File: config.mk
export PLATFORM = sky130hd
export DESIGN_NAME = lsu_mem_port_flat
export DESIGN_NICKNAME = d
export VERILOG_FILES = /design/src/rtl/lsu_pkg.sv /design/src/rtl/lsu_mem_port_if.sv /design/src/rtl/lsu_lane_align.sv /design/src/rtl/lsu_mem_port.sv /design/src/flat_wrapper.sv
export SDC_FILE = /design/constraint.sdc
export NUM_CORES = 1
export LEC_CHECK = 0
export CAP_MARGIN = 10
export CELL_PAD_IN_SITES_DETAIL_PLACEMENT = 0
export CELL_PAD_IN_SITES_GLOBAL_PLACEMENT = 1
export CORE_MARGIN = 2
export CORE_UTILIZATION = 30
export DETAILED_ROUTE_END_ITERATION = 10
export GPL_TIMING_DRIVEN = 1
export PLACE_DENSITY = 0.73
export REMOVE_ABC_BUFFERS = 1
export SYNTH_ARGS = -nofsm -noshare
export SYNTH_HDL_FRONTEND = slang
export SYNTH_HIERARCHICAL = 1
export SYNTH_SLANG_ARGS = --single-unit
File: constraint.sdc
create_clock -name clk -period 9.45 [get_ports clk]
set_clock_uncertainty 0.05 [all_clocks]
set_input_delay 0.945 -clock clk [delete_from_list [all_inputs] [get_ports clk]]
set_output_delay 0.945 -clock clk [all_outputs]
set_load 0.005 [all_outputs]
File: src/rtl/lsu_pkg.sv
// lsu_pkg: shared definitions for the MEM-stage load/store port.
//   SZ_*         access size encodings (byte/half/word/dword)
//   lsu_state_t  transaction FSM states
//   lane_mask()  byte-lane strobe of an access, up to two beats (16 lanes)
package lsu_pkg;

  localparam logic [1:0] SZ_B = 2'd0;
  localparam logic [1:0] SZ_H = 2'd1;
  localparam logic [1:0] SZ_W = 2'd2;
  localparam logic [1:0] SZ_D = 2'd3;

  typedef enum logic [1:0] {
    ST_IDLE,
    ST_REQ,
    ST_WAIT,
    ST_RESP
  } lsu_state_t;

  // (1<<size) contiguous byte lanes starting at lane 'off'; the upper half
  // covers the second beat of an access that crosses a word boundary.
  function automatic logic [15:0] lane_mask(input logic [1:0] size, input logic [2:0] off);
    logic [15:0] ones;
    ones = (16'd1 << (5'd1 << size)) - 16'd1;
    return ones << off;
  endfunction

endpackage

File: src/rtl/lsu_mem_port_if.sv
// lsu_mem_port_if: pipeline request/response and data-memory handshake of
// the load/store port.
//   req_*   pipeline request (valid/ready, we, size, unsigned, addr, wdata)
//   resp_*  one-cycle completion (valid, extended rdata, fault), stall_o
//   mem_*   memory request/grant, aligned addr, strobes, wdata, rvalid/rdata
// Modports: slave = the port itself, master = pipeline + memory environment.
interface lsu_mem_port_if #(
  parameter int unsigned XLEN   = 64,
  parameter int unsigned ADDR_W = 64
);
  localparam int unsigned NB = XLEN / 8;

  logic              req_valid_i;
  logic              req_ready_o;
  logic              req_we_i;
  logic [1:0]        req_size_i;
  logic              req_unsigned_i;
  logic [ADDR_W-1:0] req_addr_i;
  logic [XLEN-1:0]   req_wdata_i;
  logic              resp_valid_o;
  logic [XLEN-1:0]   resp_rdata_o;
  logic              resp_fault_o;
  logic              stall_o;
  logic              mem_req_o;
  logic              mem_gnt_i;
  logic              mem_we_o;
  logic [ADDR_W-1:0] mem_addr_o;
  logic [NB-1:0]     mem_wmask_o;
  logic [XLEN-1:0]   mem_wdata_o;
  logic              mem_rvalid_i;
  logic [XLEN-1:0]   mem_rdata_i;

  modport slave (
    input  req_valid_i, req_we_i, req_size_i, req_unsigned_i, req_addr_i, req_wdata_i,
    input  mem_gnt_i, mem_rvalid_i, mem_rdata_i,
    output req_ready_o, resp_valid_o, resp_rdata_o, resp_fault_o, stall_o,
    output mem_req_o, mem_we_o, mem_addr_o, mem_wmask_o, mem_wdata_o
  );

  modport master (
    output req_valid_i, req_we_i, req_size_i, req_unsigned_i, req_addr_i, req_wdata_i,
    output mem_gnt_i, mem_rvalid_i, mem_rdata_i,
    input  req_ready_o, resp_valid_o, resp_rdata_o, resp_fault_o, stall_o,
    input  mem_req_o, mem_we_o, mem_addr_o, mem_wmask_o, mem_wdata_o
  );

endinterface

File: src/rtl/lsu_lane_align.sv
// lsu_lane_align: combinational byte-lane steering for lsu_mem_port.
//   size_i/unsigned_i/off_i  latched access size, extension mode, lane offset
//   beat_i, we_i             current beat (0/1), store flag
//   wdata_i                  LSB-justified store data
//   rdata_i, hold_i          memory read data, current holding register
//   two_beat_o               access crosses a word boundary
//   mask_o, wdata_o          strobes and lane-positioned data for this beat
//   hold_merge_o             holding register after absorbing rdata_i
//   ext_o                    holding register truncated and sign/zero extended
module lsu_lane_align
  import lsu_pkg::*;
#(
  parameter int unsigned XLEN = 64
) (
  input  logic [1:0]                   size_i,
  input  logic                         unsigned_i,
  input  logic [$clog2(XLEN/8)-1:0]    off_i,
  input  logic                         beat_i,
  input  logic                         we_i,
  input  logic [XLEN-1:0]              wdata_i,
  input  logic [XLEN-1:0]              rdata_i,
  input  logic [XLEN-1:0]              hold_i,
  output logic                         two_beat_o,
  output logic [XLEN/8-1:0]            mask_o,
  output logic [XLEN-1:0]              wdata_o,
  output logic [XLEN-1:0]              hold_merge_o,
  output logic [XLEN-1:0]              ext_o
);
  localparam int unsigned NB   = XLEN / 8;
  localparam int unsigned OFFW = $clog2(NB);

  logic [15:0]     full;
  logic [4:0]      span;
  logic [OFFW:0]   nb_minus_off;
  logic [OFFW+2:0] sh_lo;
  logic [OFFW+3:0] sh_hi;
  logic [XLEN-1:0] keep;
  logic            sign;

  always_comb begin
    full         = lane_mask(size_i, 3'(off_i));
    span         = 5'(off_i) + (5'd1 << size_i);
    two_beat_o   = span > 5'(NB);
    nb_minus_off = (OFFW+1)'(NB) - {1'b0, off_i};
    sh_lo        = {off_i, 3'b000};
    sh_hi        = {nb_minus_off, 3'b000};

    mask_o  = '0;
    wdata_o = wdata_i << sh_lo;
    if (beat_i) begin
      wdata_o = wdata_i >> sh_hi;
    end
    if (we_i) begin
      mask_o = beat_i ? full[2*NB-1:NB] : full[NB-1:0];
    end

    // Beat 0 brings the low part of the access down to lane 0; beat 1
    // supplies the remaining bytes just above it.
    hold_merge_o = beat_i ? (hold_i | (rdata_i << sh_hi)) : (rdata_i >> sh_lo);
  end

  always_comb begin
    keep = '1;
    sign = 1'b0;
    case (size_i)
      SZ_B:    begin keep = XLEN'(8'hFF);         sign = hold_i[7];  end
      SZ_H:    begin keep = XLEN'(16'hFFFF);      sign = hold_i[15]; end
      SZ_W:    begin keep = XLEN'(32'hFFFF_FFFF); sign = hold_i[31]; end
      default: begin keep = '1;                   sign = 1'b0;       end
    endcase
    ext_o = (hold_i & keep) | ((sign && !unsigned_i) ? ~keep : '0);
  end

endmodule

File: src/rtl/lsu_mem_port.sv
// lsu_mem_port: MEM-stage load/store port. Accepts one request at a time,
// issues one or two aligned memory beats over a req/gnt/rvalid handshake and
// returns a one-cycle response with the extended load data or a fault.
//   clk, rst  clock (rising edge), synchronous active-high reset
//   bus       lsu_mem_port_if.slave: pipeline req/resp and memory side
// Parameters: XLEN (32/64), ADDR_W, SPLIT_MISALIGNED (1: two beats, 0: fault).
module lsu_mem_port
  import lsu_pkg::*;
#(
  parameter int unsigned XLEN             = 64,
  parameter int unsigned ADDR_W           = 64,
  parameter int unsigned SPLIT_MISALIGNED = 1
) (
  input  logic          clk,
  input  logic          rst,
  lsu_mem_port_if.slave bus
);
  localparam int unsigned NB   = XLEN / 8;
  localparam int unsigned OFFW = $clog2(NB);

  lsu_state_t        state_q, state_d;
  logic              we_q, we_d;
  logic [1:0]        size_q, size_d;
  logic              uns_q, uns_d;
  logic [ADDR_W-1:0] addr_q, addr_d;
  logic [XLEN-1:0]   wdata_q, wdata_d;
  logic              beat_q, beat_d;
  logic [XLEN-1:0]   hold_q, hold_d;
  logic              fault_q, fault_d;

  logic              two_beat;
  logic [NB-1:0]     beat_mask;
  logic [XLEN-1:0]   beat_wdata;
  logic [XLEN-1:0]   hold_merge;
  logic [XLEN-1:0]   ext_data;
  logic [2:0]        align_mask;
  logic              req_fault;
  logic [ADDR_W-1:0] base_addr;

  lsu_lane_align #(.XLEN(XLEN)) u_align (
    .size_i       (size_q),
    .unsigned_i   (uns_q),
    .off_i        (addr_q[OFFW-1:0]),
    .beat_i       (beat_q),
    .we_i         (we_q),
    .wdata_i      (wdata_q),
    .rdata_i      (bus.mem_rdata_i),
    .hold_i       (hold_q),
    .two_beat_o   (two_beat),
    .mask_o       (beat_mask),
    .wdata_o      (beat_wdata),
    .hold_merge_o (hold_merge),
    .ext_o        (ext_data)
  );

  // The fault decision uses the incoming request so a faulted access can
  // respond in the very next cycle; it equals the check on the latched copy.
  always_comb begin
    align_mask = 3'((4'd1 << bus.req_size_i) - 4'd1);
    req_fault  = ((XLEN == 32) && (bus.req_size_i == SZ_D)) ||
                 ((|(bus.req_addr_i[2:0] & align_mask)) && (SPLIT_MISALIGNED == 0));
  end

  always_comb begin
    state_d = state_q;
    we_d    = we_q;
    size_d  = size_q;
    uns_d   = uns_q;
    addr_d  = addr_q;
    wdata_d = wdata_q;
    beat_d  = beat_q;
    hold_d  = hold_q;
    fault_d = fault_q;
    case (state_q)
      ST_IDLE: begin
        if (bus.req_valid_i) begin
          we_d    = bus.req_we_i;
          size_d  = bus.req_size_i;
          uns_d   = bus.req_unsigned_i;
          addr_d  = bus.req_addr_i;
          wdata_d = bus.req_wdata_i;
          beat_d  = 1'b0;
          hold_d  = '0;
          fault_d = req_fault;
          state_d = req_fault ? ST_RESP : ST_REQ;
        end
      end
      ST_REQ: begin
        if (bus.mem_gnt_i) state_d = ST_WAIT;
      end
      ST_WAIT: begin
        if (bus.mem_rvalid_i) begin
          hold_d = hold_merge;
          if (!beat_q && two_beat) begin
            beat_d  = 1'b1;
            state_d = ST_REQ;
          end else begin
            state_d = ST_RESP;
          end
        end
      end
      ST_RESP: state_d = ST_IDLE;
      default: state_d = ST_IDLE;
    endcase
  end

  always_ff @(posedge clk) begin
    if (rst) begin
      state_q <= ST_IDLE;
      we_q    <= 1'b0;
      size_q  <= '0;
      uns_q   <= 1'b0;
      addr_q  <= '0;
      wdata_q <= '0;
      beat_q  <= 1'b0;
      hold_q  <= '0;
      fault_q <= 1'b0;
    end else begin
      state_q <= state_d;
      we_q    <= we_d;
      size_q  <= size_d;
      uns_q   <= uns_d;
      addr_q  <= addr_d;
      wdata_q <= wdata_d;
      beat_q  <= beat_d;
      hold_q  <= hold_d;
      fault_q <= fault_d;
    end
  end

  always_comb begin
    base_addr        = {addr_q[ADDR_W-1:OFFW], {OFFW{1'b0}}};
    bus.req_ready_o  = (state_q == ST_IDLE);
    bus.stall_o      = (state_q != ST_IDLE) || bus.req_valid_i;
    bus.mem_req_o    = (state_q == ST_REQ);
    bus.mem_we_o     = 1'b0;
    bus.mem_addr_o   = '0;
    bus.mem_wmask_o  = '0;
    bus.mem_wdata_o  = '0;
    if (state_q == ST_REQ) begin
      bus.mem_we_o    = we_q;
      bus.mem_addr_o  = beat_q ? (base_addr + ADDR_W'(NB)) : base_addr;
      bus.mem_wmask_o = beat_mask;
      bus.mem_wdata_o = we_q ? beat_wdata : '0;
    end
    bus.resp_valid_o = (state_q == ST_RESP);
    bus.resp_fault_o = (state_q == ST_RESP) && fault_q;
    bus.resp_rdata_o = ((state_q == ST_RESP) && !we_q && !fault_q) ? ext_data : '0;
  end

endmodule

File: src/flat_wrapper.sv
// flat-port wrapper written by rule: the top's interface ports become plain ports
module lsu_mem_port_flat import lsu_pkg::*;
#(
  parameter int unsigned XLEN             = 64,
  parameter int unsigned ADDR_W           = 64,
  parameter int unsigned SPLIT_MISALIGNED = 1
)
  (clk, rst, bus_req_valid_i, bus_req_we_i, bus_req_size_i, bus_req_unsigned_i, bus_req_addr_i, bus_req_wdata_i, bus_mem_gnt_i, bus_mem_rvalid_i, bus_mem_rdata_i, bus_req_ready_o, bus_resp_valid_o, bus_resp_rdata_o, bus_resp_fault_o, bus_stall_o, bus_mem_req_o, bus_mem_we_o, bus_mem_addr_o, bus_mem_wmask_o, bus_mem_wdata_o);
  lsu_mem_port_if #(.XLEN(XLEN), .ADDR_W(ADDR_W)) bus_i ();
  input  logic clk;
  input  logic rst;
  input wire logic [$bits(bus_i.req_valid_i)-1:0] bus_req_valid_i;
  input wire logic [$bits(bus_i.req_we_i)-1:0] bus_req_we_i;
  input wire logic [$bits(bus_i.req_size_i)-1:0] bus_req_size_i;
  input wire logic [$bits(bus_i.req_unsigned_i)-1:0] bus_req_unsigned_i;
  input wire logic [$bits(bus_i.req_addr_i)-1:0] bus_req_addr_i;
  input wire logic [$bits(bus_i.req_wdata_i)-1:0] bus_req_wdata_i;
  input wire logic [$bits(bus_i.mem_gnt_i)-1:0] bus_mem_gnt_i;
  input wire logic [$bits(bus_i.mem_rvalid_i)-1:0] bus_mem_rvalid_i;
  input wire logic [$bits(bus_i.mem_rdata_i)-1:0] bus_mem_rdata_i;
  output wire logic [$bits(bus_i.req_ready_o)-1:0] bus_req_ready_o;
  output wire logic [$bits(bus_i.resp_valid_o)-1:0] bus_resp_valid_o;
  output wire logic [$bits(bus_i.resp_rdata_o)-1:0] bus_resp_rdata_o;
  output wire logic [$bits(bus_i.resp_fault_o)-1:0] bus_resp_fault_o;
  output wire logic [$bits(bus_i.stall_o)-1:0] bus_stall_o;
  output wire logic [$bits(bus_i.mem_req_o)-1:0] bus_mem_req_o;
  output wire logic [$bits(bus_i.mem_we_o)-1:0] bus_mem_we_o;
  output wire logic [$bits(bus_i.mem_addr_o)-1:0] bus_mem_addr_o;
  output wire logic [$bits(bus_i.mem_wmask_o)-1:0] bus_mem_wmask_o;
  output wire logic [$bits(bus_i.mem_wdata_o)-1:0] bus_mem_wdata_o;
  assign bus_i.req_valid_i = bus_req_valid_i;
  assign bus_i.req_we_i = bus_req_we_i;
  assign bus_i.req_size_i = bus_req_size_i;
  assign bus_i.req_unsigned_i = bus_req_unsigned_i;
  assign bus_i.req_addr_i = bus_req_addr_i;
  assign bus_i.req_wdata_i = bus_req_wdata_i;
  assign bus_i.mem_gnt_i = bus_mem_gnt_i;
  assign bus_i.mem_rvalid_i = bus_mem_rvalid_i;
  assign bus_i.mem_rdata_i = bus_mem_rdata_i;
  assign bus_req_ready_o = bus_i.req_ready_o;
  assign bus_resp_valid_o = bus_i.resp_valid_o;
  assign bus_resp_rdata_o = bus_i.resp_rdata_o;
  assign bus_resp_fault_o = bus_i.resp_fault_o;
  assign bus_stall_o = bus_i.stall_o;
  assign bus_mem_req_o = bus_i.mem_req_o;
  assign bus_mem_we_o = bus_i.mem_we_o;
  assign bus_mem_addr_o = bus_i.mem_addr_o;
  assign bus_mem_wmask_o = bus_i.mem_wmask_o;
  assign bus_mem_wdata_o = bus_i.mem_wdata_o;
  lsu_mem_port #(.XLEN(XLEN), .ADDR_W(ADDR_W), .SPLIT_MISALIGNED(SPLIT_MISALIGNED)) u_core (.clk(clk), .rst(rst), .bus(bus_i));
endmodule
==> results of run 1 <==
-- stage by stage --
stage	total power, uW	instance area, um^2	setup TNS [ns]
after global routing	2749	22970	0
after CTS	2643	22970	0
after global placement	1809	22370	0
after floorplan	1492	16950	-677.17
after detailed placement	1818	22370	0
final	2620	22970	0
-- layer usage --
layer / share of wire [%] / wire length [um]
met2: 45 / 36860
met1: 42 / 34120
met5: 0.080 / 65
met3: 9.9 / 8026
met4: 2.5 / 1987
-- cells by family (layout without fill, tap and decap cells) --
group	after synthesis	count (layout)
buffers and inverters	270	490
adders and majority gates	7	7
muxes	281	281
DFF	199	199
xor gates and xnor gates	33	33
AOI/OAI and AO/OA	628	628
other	1	6
and+or+nand+nor	963	963
-- cell usage in the layout (no fill, tap or decap), types with 21 or more instances in the layout --
cell | synthesis | final
a21o_1 | 54 | 54
a21oi_1 | 272 | 270
a221o_1 | 59 | 59
a22oi_1 | 35 | 35
and2_1 | 85 | 84
and3_1 | 87 | 87
buf_4 | 35 | 40
clkdlybuf4s50_1 | 0 | 401
dfxtp_1 | 199 | 194
mux2_2 | 60 | 60
mux2i_1 | 154 | 154
mux4_2 | 67 | 67
nand2_1 | 439 | 438
nand3_1 | 88 | 88
nand4_1 | 28 | 28
nor2_1 | 117 | 115
o211ai_1 | 21 | 21
o21ai_0 | 50 | 50
o221ai_1 | 28 | 28
-- where the power goes --
| group | leakage, uW | internal (uW) | switching (uW) | total, uW |
|---|---|---|---|---|
| Combinational | 0.00640 | 371 | 485 | 856 |
| Clock | 0.000304 | 416 | 396 | 811 |
| Sequential | 0.00163 | 882 | 70.4 | 952 |
-- state kept, by name, indices dropped and copies added (netlist names) --
signal / count
u_core/uns_q: 1
u_core/wdata_q: 64
u_core/we_q: 1
u_core/beat_q: 1
u_core/addr_q: 64
u_core/hold_q: 64
u_core/state_q: 2
u_core/size_q: 2
-- worst max-delay path, stage by stage, from the launching register on --
cell             delay, ns
dfxtp_4               0.72
inv_2                 0.12
ha_4                  0.90
buf_4                 0.84
mux2i_1               0.24
a2111oi_0             0.48
a221o_1               0.18
and3_1                0.24
clkdlybuf4s50_1       0.55
-- cell usage after synthesis (17+ instances only) --
cell	number	share of area, %
a21o_1	54	2.2
buf_4	35	1.4
xor2_1	18	0.87
mux2i_1	154	8.5
mux2_2	60	3.7
and2_1	85	2.9
buf_2	55	1.5
o221ai_1	28	1.3
dfxtp_1	199	22
nand3b_1	18	0.74
o211ai_1	21	0.87
nand4_1	28	0.96
nor2_1	117	2.4
clkbuf_1	137	2.8
a221o_1	59	3.2
nand2_1	439	9.1
or3_1	17	0.58
a21oi_1	272	7.5
nand3_1	88	2.4
o21ai_0	50	1.4
and3_1	87	3.0
a22oi_1	35	1.4
mux4_2	67	8.3
-- layout make-up --
class | count | area [um^2] | area share [%]
multi-input cells | 1916 | 13000 | 56.59
diodes | 2 | 5.005 | 0.02179
well taps | 782 | 978.4 | 4.259
flip-flops and latches | 199 | 4000 | 17.41
clock buffers | 19 | 464.2 | 2.021
inverters | 16 | 60.06 | 0.2614
clock inverters | 13 | 138.9 | 0.6045
repair buffers | 442 | 4325 | 18.83
-- path summary, 6_finish.rpt --
kind,from,endpoint,slack [ns],cells past startpoint
worst min register to register,u_core/hold_q[0],u_core/hold_q[0],0.42,2
worst max-delay path,u_core/addr_q[0],bus_mem_wdata_o[28],3.57,8
worst max register to register,u_core/addr_q[1],u_core/hold_q[45],5.42,8
worst min-delay path,u_core/hold_q[0],u_core/hold_q[0],0.42,2
==> out/results.ini, run 1 <==
[run_status]
outcome=finished clean

[logic_synthesis]
yosys_warnings=6
synth-compound-area-share_pct=22.72
synthMuxAreaShare_pct=20.49
synthArstFlopShare_pct=0
ys.flop_type=dfxtp_1
synth_xor_area_share_pct=1.589
synth-simple-area-share_pct=25.54
synthAdderAreaFrac_pct=0.5228
syn_inst=2382
syn_area_per_cell_um2=7.635
synth_edf_count=0
syn_area_um2=18190
synth-seq-cells=199
synth_top_family_by_area=simple AND/OR/NAND/NOR gates
ys_types=71
seq_area_frac_synth_pct=21.90

[die]
core_area_um2=60130
die_y_um=250.2
rows=90
start_util_pct=30.25
die_w_um=250.2
design.die.area_um2=62610
ios=407

[placement]
place.gp.congestion=0.8596
hpwlAfterDp_um=54130
dp_cells=3355
pre_cts_ws_ns=4.148
portBuffers=402

[pwr]
worst_ir_drop_vdd_v=0.0001734
leakagePower_uw=0.008329
p_per_area_nw_per_um2=114.0

[detailed_routing]
drcViolationCount=0
ant_nets=0
dr.pass1.iters=6
viasPerCell=5.864
drt_iter0_markers=1903
routed_wl_um=81050
vias=19870
wire_per_inst_um=23.92

[global_route]
gr-usage-met2_pct=39.50
grt_pass1_wl_um=120600
track_usage_pct=25.02
grt_pass1_vias=18780
use_met1_pct=32.94
met3_usage_pct=7.253
grt_max_degree=87
top_usage_layer=met2
antenna_found_initial=7
overflow=0

[hold_path]
worstHoldPathType=register to register

[setup_path]
crit_type=register to output pin
worst_ep_required_time_ns=8.46
crit_fanout=60
end_kind=output pin
start_kind=register
crit_arrival_ns=4.88

[finish]
finalNetCount=2800
nFillCells=6297
finalNonFillerCells=3389
post-route-util_pct=38.20
area_delta_synth_final_pct=26.31
drive_gt1_share_pct=9.136

[clock_network]
cts_buffers=17
cts_max_level=4
cts-root-buf=clkbuf_16
post_cts_buffers=0
clkTransAtPathRegs_ns=0.08
cts_tree=yes
cts.sinks=199
cts_buffer_depth=2
ctsHoldBuffers=0
clk_latency_ns=0.50
cts_resized=0

[timing]
min_period_ns=5.876
maxSlewViolCount=0
slew-limit-headroom_pct=22.42
setup_viol=0
finalHoldViolCount=0
period_share_pct=62.18
rsz0062_at_grt=no
fmax_mhz=170.2
hold_slack_ns=0.4189
tightest_slew_ns=1.161
setup_ws_ns=3.574

[run]
drv_cap=0

(Power assumes the default switching activity.)
==> run 2, diff against run 1 <==
Settings changed: PLACE_DENSITY 0.73 to 0.75.
Clock period 9.45 ns to 5.31 ns, I/O delays scaled along.
==> run 2 against run 1 <==
  * First-iteration DRC count decreased by 9.6%
  * Design area increased by 0.18%
  * Critical path depth unchanged
  * Sequential share of layout area is essentially flat
  * Clock-buffer cell count did not move
  * Largest power group unchanged
==> out/results.ini, run 2 (synthesized netlist as in run 1, its figures left out) <==
[global_route]
grt_pass1_vias=19570  ; +4.2%
overflow=0  ; unchanged
track_usage_pct=25.66  ; +0.64 points
antenna_found_initial=16  ; +9
grt_max_degree=180  ; +110%
grt_pass1_wl_um=123700  ; +2.6%

[pwr]
p_per_area_nw_per_um2=202.5  ; +78%
worst_ir_drop_vdd_v=0.0002907  ; +68%
leakagePower_uw=0.008350  ; +0.25%
p_total_uw=4662  ; +78%

[finish]
layout_commonest_cell=nand2_1
finalNetCount=2805  ; +0.18%
layout_common_cells=nand2_1, clkdlybuf4s50_1, a21oi_1
largest_registers=u_core/addr_q (64), u_core/hold_q (64), u_core/wdata_q (64)
drive_gt1_share_pct=9.272  ; +0.14 points
post-route-util_pct=38.28  ; +0.071 points
area_delta_synth_final_pct=26.55

[placement]
hpwlAfterDp_um=56300  ; +4.0%
place.gp.congestion=0.9124  ; +6.1%
portBuffers=402  ; unchanged
pre_cts_ws_ns=0.9386  ; -3.210 ns

[timing]
min_period_ns=5.019
period_share_pct=94.53
fmax_mhz=199.2
maxSlewViolCount=0  ; unchanged
tightest_slew_ns=1.248  ; +0.08616 ns
setup_viol=0  ; unchanged
finalHoldViolCount=0  ; unchanged
rsz0062_at_grt=no
setup_ws_ns=0.2905  ; -3.284 ns
slew-limit-headroom_pct=16.66  ; -5.8 points
hold_slack_ns=0.4249  ; +0.005926 ns

[clock_network]
cts.sinks=199  ; unchanged
cts_resized=0  ; unchanged
cts_buffer_depth=2  ; unchanged
clkTransAtPathRegs_ns=0.08  ; about the same
cts-root-buf=clkbuf_16
ctsHoldBuffers=0  ; unchanged
cts_tree=yes
cts_max_level=4  ; unchanged
clk_latency_ns=0.51  ; about the same
cts_buffers=17  ; unchanged
post_cts_buffers=0  ; unchanged

[die]
rows=90  ; unchanged
die_y_um=250.2  ; unchanged
die_w_um=250.2  ; unchanged
start_util_pct=30.25  ; unchanged
ios=407  ; unchanged
core_area_um2=60130  ; unchanged
design.die.area_um2=62610  ; unchanged

[setup_path]
end_kind=output pin
worst-path-buf-inv=3  ; unchanged
worst_ep_required_time_ns=4.73  ; -3.73 ns
crit_chain=clkinv_1 > ha_4 > mux2_2 > nand3b_1 > buf_4 > o221ai_1 > and3_1 > clkdlybuf4s50_1
cp_slowest_cell=dfxtp_4
start_kind=register
max_stage_delay_ns=0.73  ; -0.17 ns
crit_type=register to output pin
cp_top_family=buffers and inverters
reg2reg_depth=9  ; +1
crit_arrival_ns=4.44  ; -0.44 ns
cp.depth=8  ; unchanged
crit_fanout=42  ; -30%

[detailed_routing]
drcViolationCount=0  ; unchanged
drt_iter0_markers=1720  ; -9.6%
routed_wl_um=82800  ; +2.2%
viasPerCell=5.950  ; +1.5%
dr.pass1.iters=6  ; unchanged
wire_per_inst_um=24.37  ; +1.9%
vias=20210  ; +1.7%
ant_nets=0  ; unchanged

[hold_path]
min_delay_path_depth=2  ; unchanged
worstHoldPathType=register to register

[run]
drv_cap=0  ; unchanged

[run_status]
outcome=finished clean

[run 2: cell count changes in the layout (fill, tap and decap cells not counted)]
cell | previous run | this run
buf_12 | 0 | 1
buf_4 | 40 | 44
clkbuf_1 | 0 | 1
clkbuf_16 | 18 | 17
clkinv_2 | 4 | 0
clkinv_4 | 1 | 0
clkinvlp_4 | 0 | 1
dfxtp_2 | 1 | 2
dfxtp_4 | 4 | 3
diode_2 | 2 | 5
inv_4 | 1 | 3
inv_8 | 0 | 2
nor2b_2 | 0 | 1
nor2b_4 | 3 | 2
[run 2: worst paths after layout]
check                     from                  end  slack [ns]
min reg2reg  u_core/hold_q[56]    u_core/hold_q[56]        0.42
max reg2reg   u_core/addr_q[1]    u_core/hold_q[44]        1.24
max           u_core/addr_q[1]  bus_mem_wdata_o[20]        0.29
min          u_core/hold_q[56]    u_core/hold_q[56]        0.42
[run 2: worst min-delay path, delay by kind of cell (launching register included)]
family | cells | cell delay [ns]
flops | 1 | 0.33
simple gates | 1 | 0.06
compound gates | 1 | 0.05
[run 2: stage by stage]
step	setup TNS, ns	area [um^2]	cells
global placement	0	22410	3360
finish	0	23020	3397
CTS	0	23000	3392
global route	0	23000	3392
detailed placement	0	22410	3360
floorplan	-1212.09	16950	2131
[run 2: area by class of cell]
type	instances	area [um^2]
Antenna cell	5	12.51
Clock buffer	19	442.9
Clock inverter	13	152.6
Fill cell	6276	37120
Inverter	16	60.06
Multi-Input combinational cell	1916	13000
Sequential cell	199	3998
Tap cell	782	978.4
Timing Repair Buffer	447	4375
[run 2: per-layer routing]
layer  vias to the layer above  track usage, %  wire, um  part of all wire, %
li1                       9161               -         -                    -
met1                      9868           31.50     33050                   40
met2                       999           41.64     38320                   46
met3                       163           8.542      8721                   11
met4                        22           9.512      2557                  3.1
met5                         -               0       148                 0.18
[run 2: report_power, final]
part	switching [uW]	internal, uW
sequential	144	1570
combinational	857	660
clock	711	721
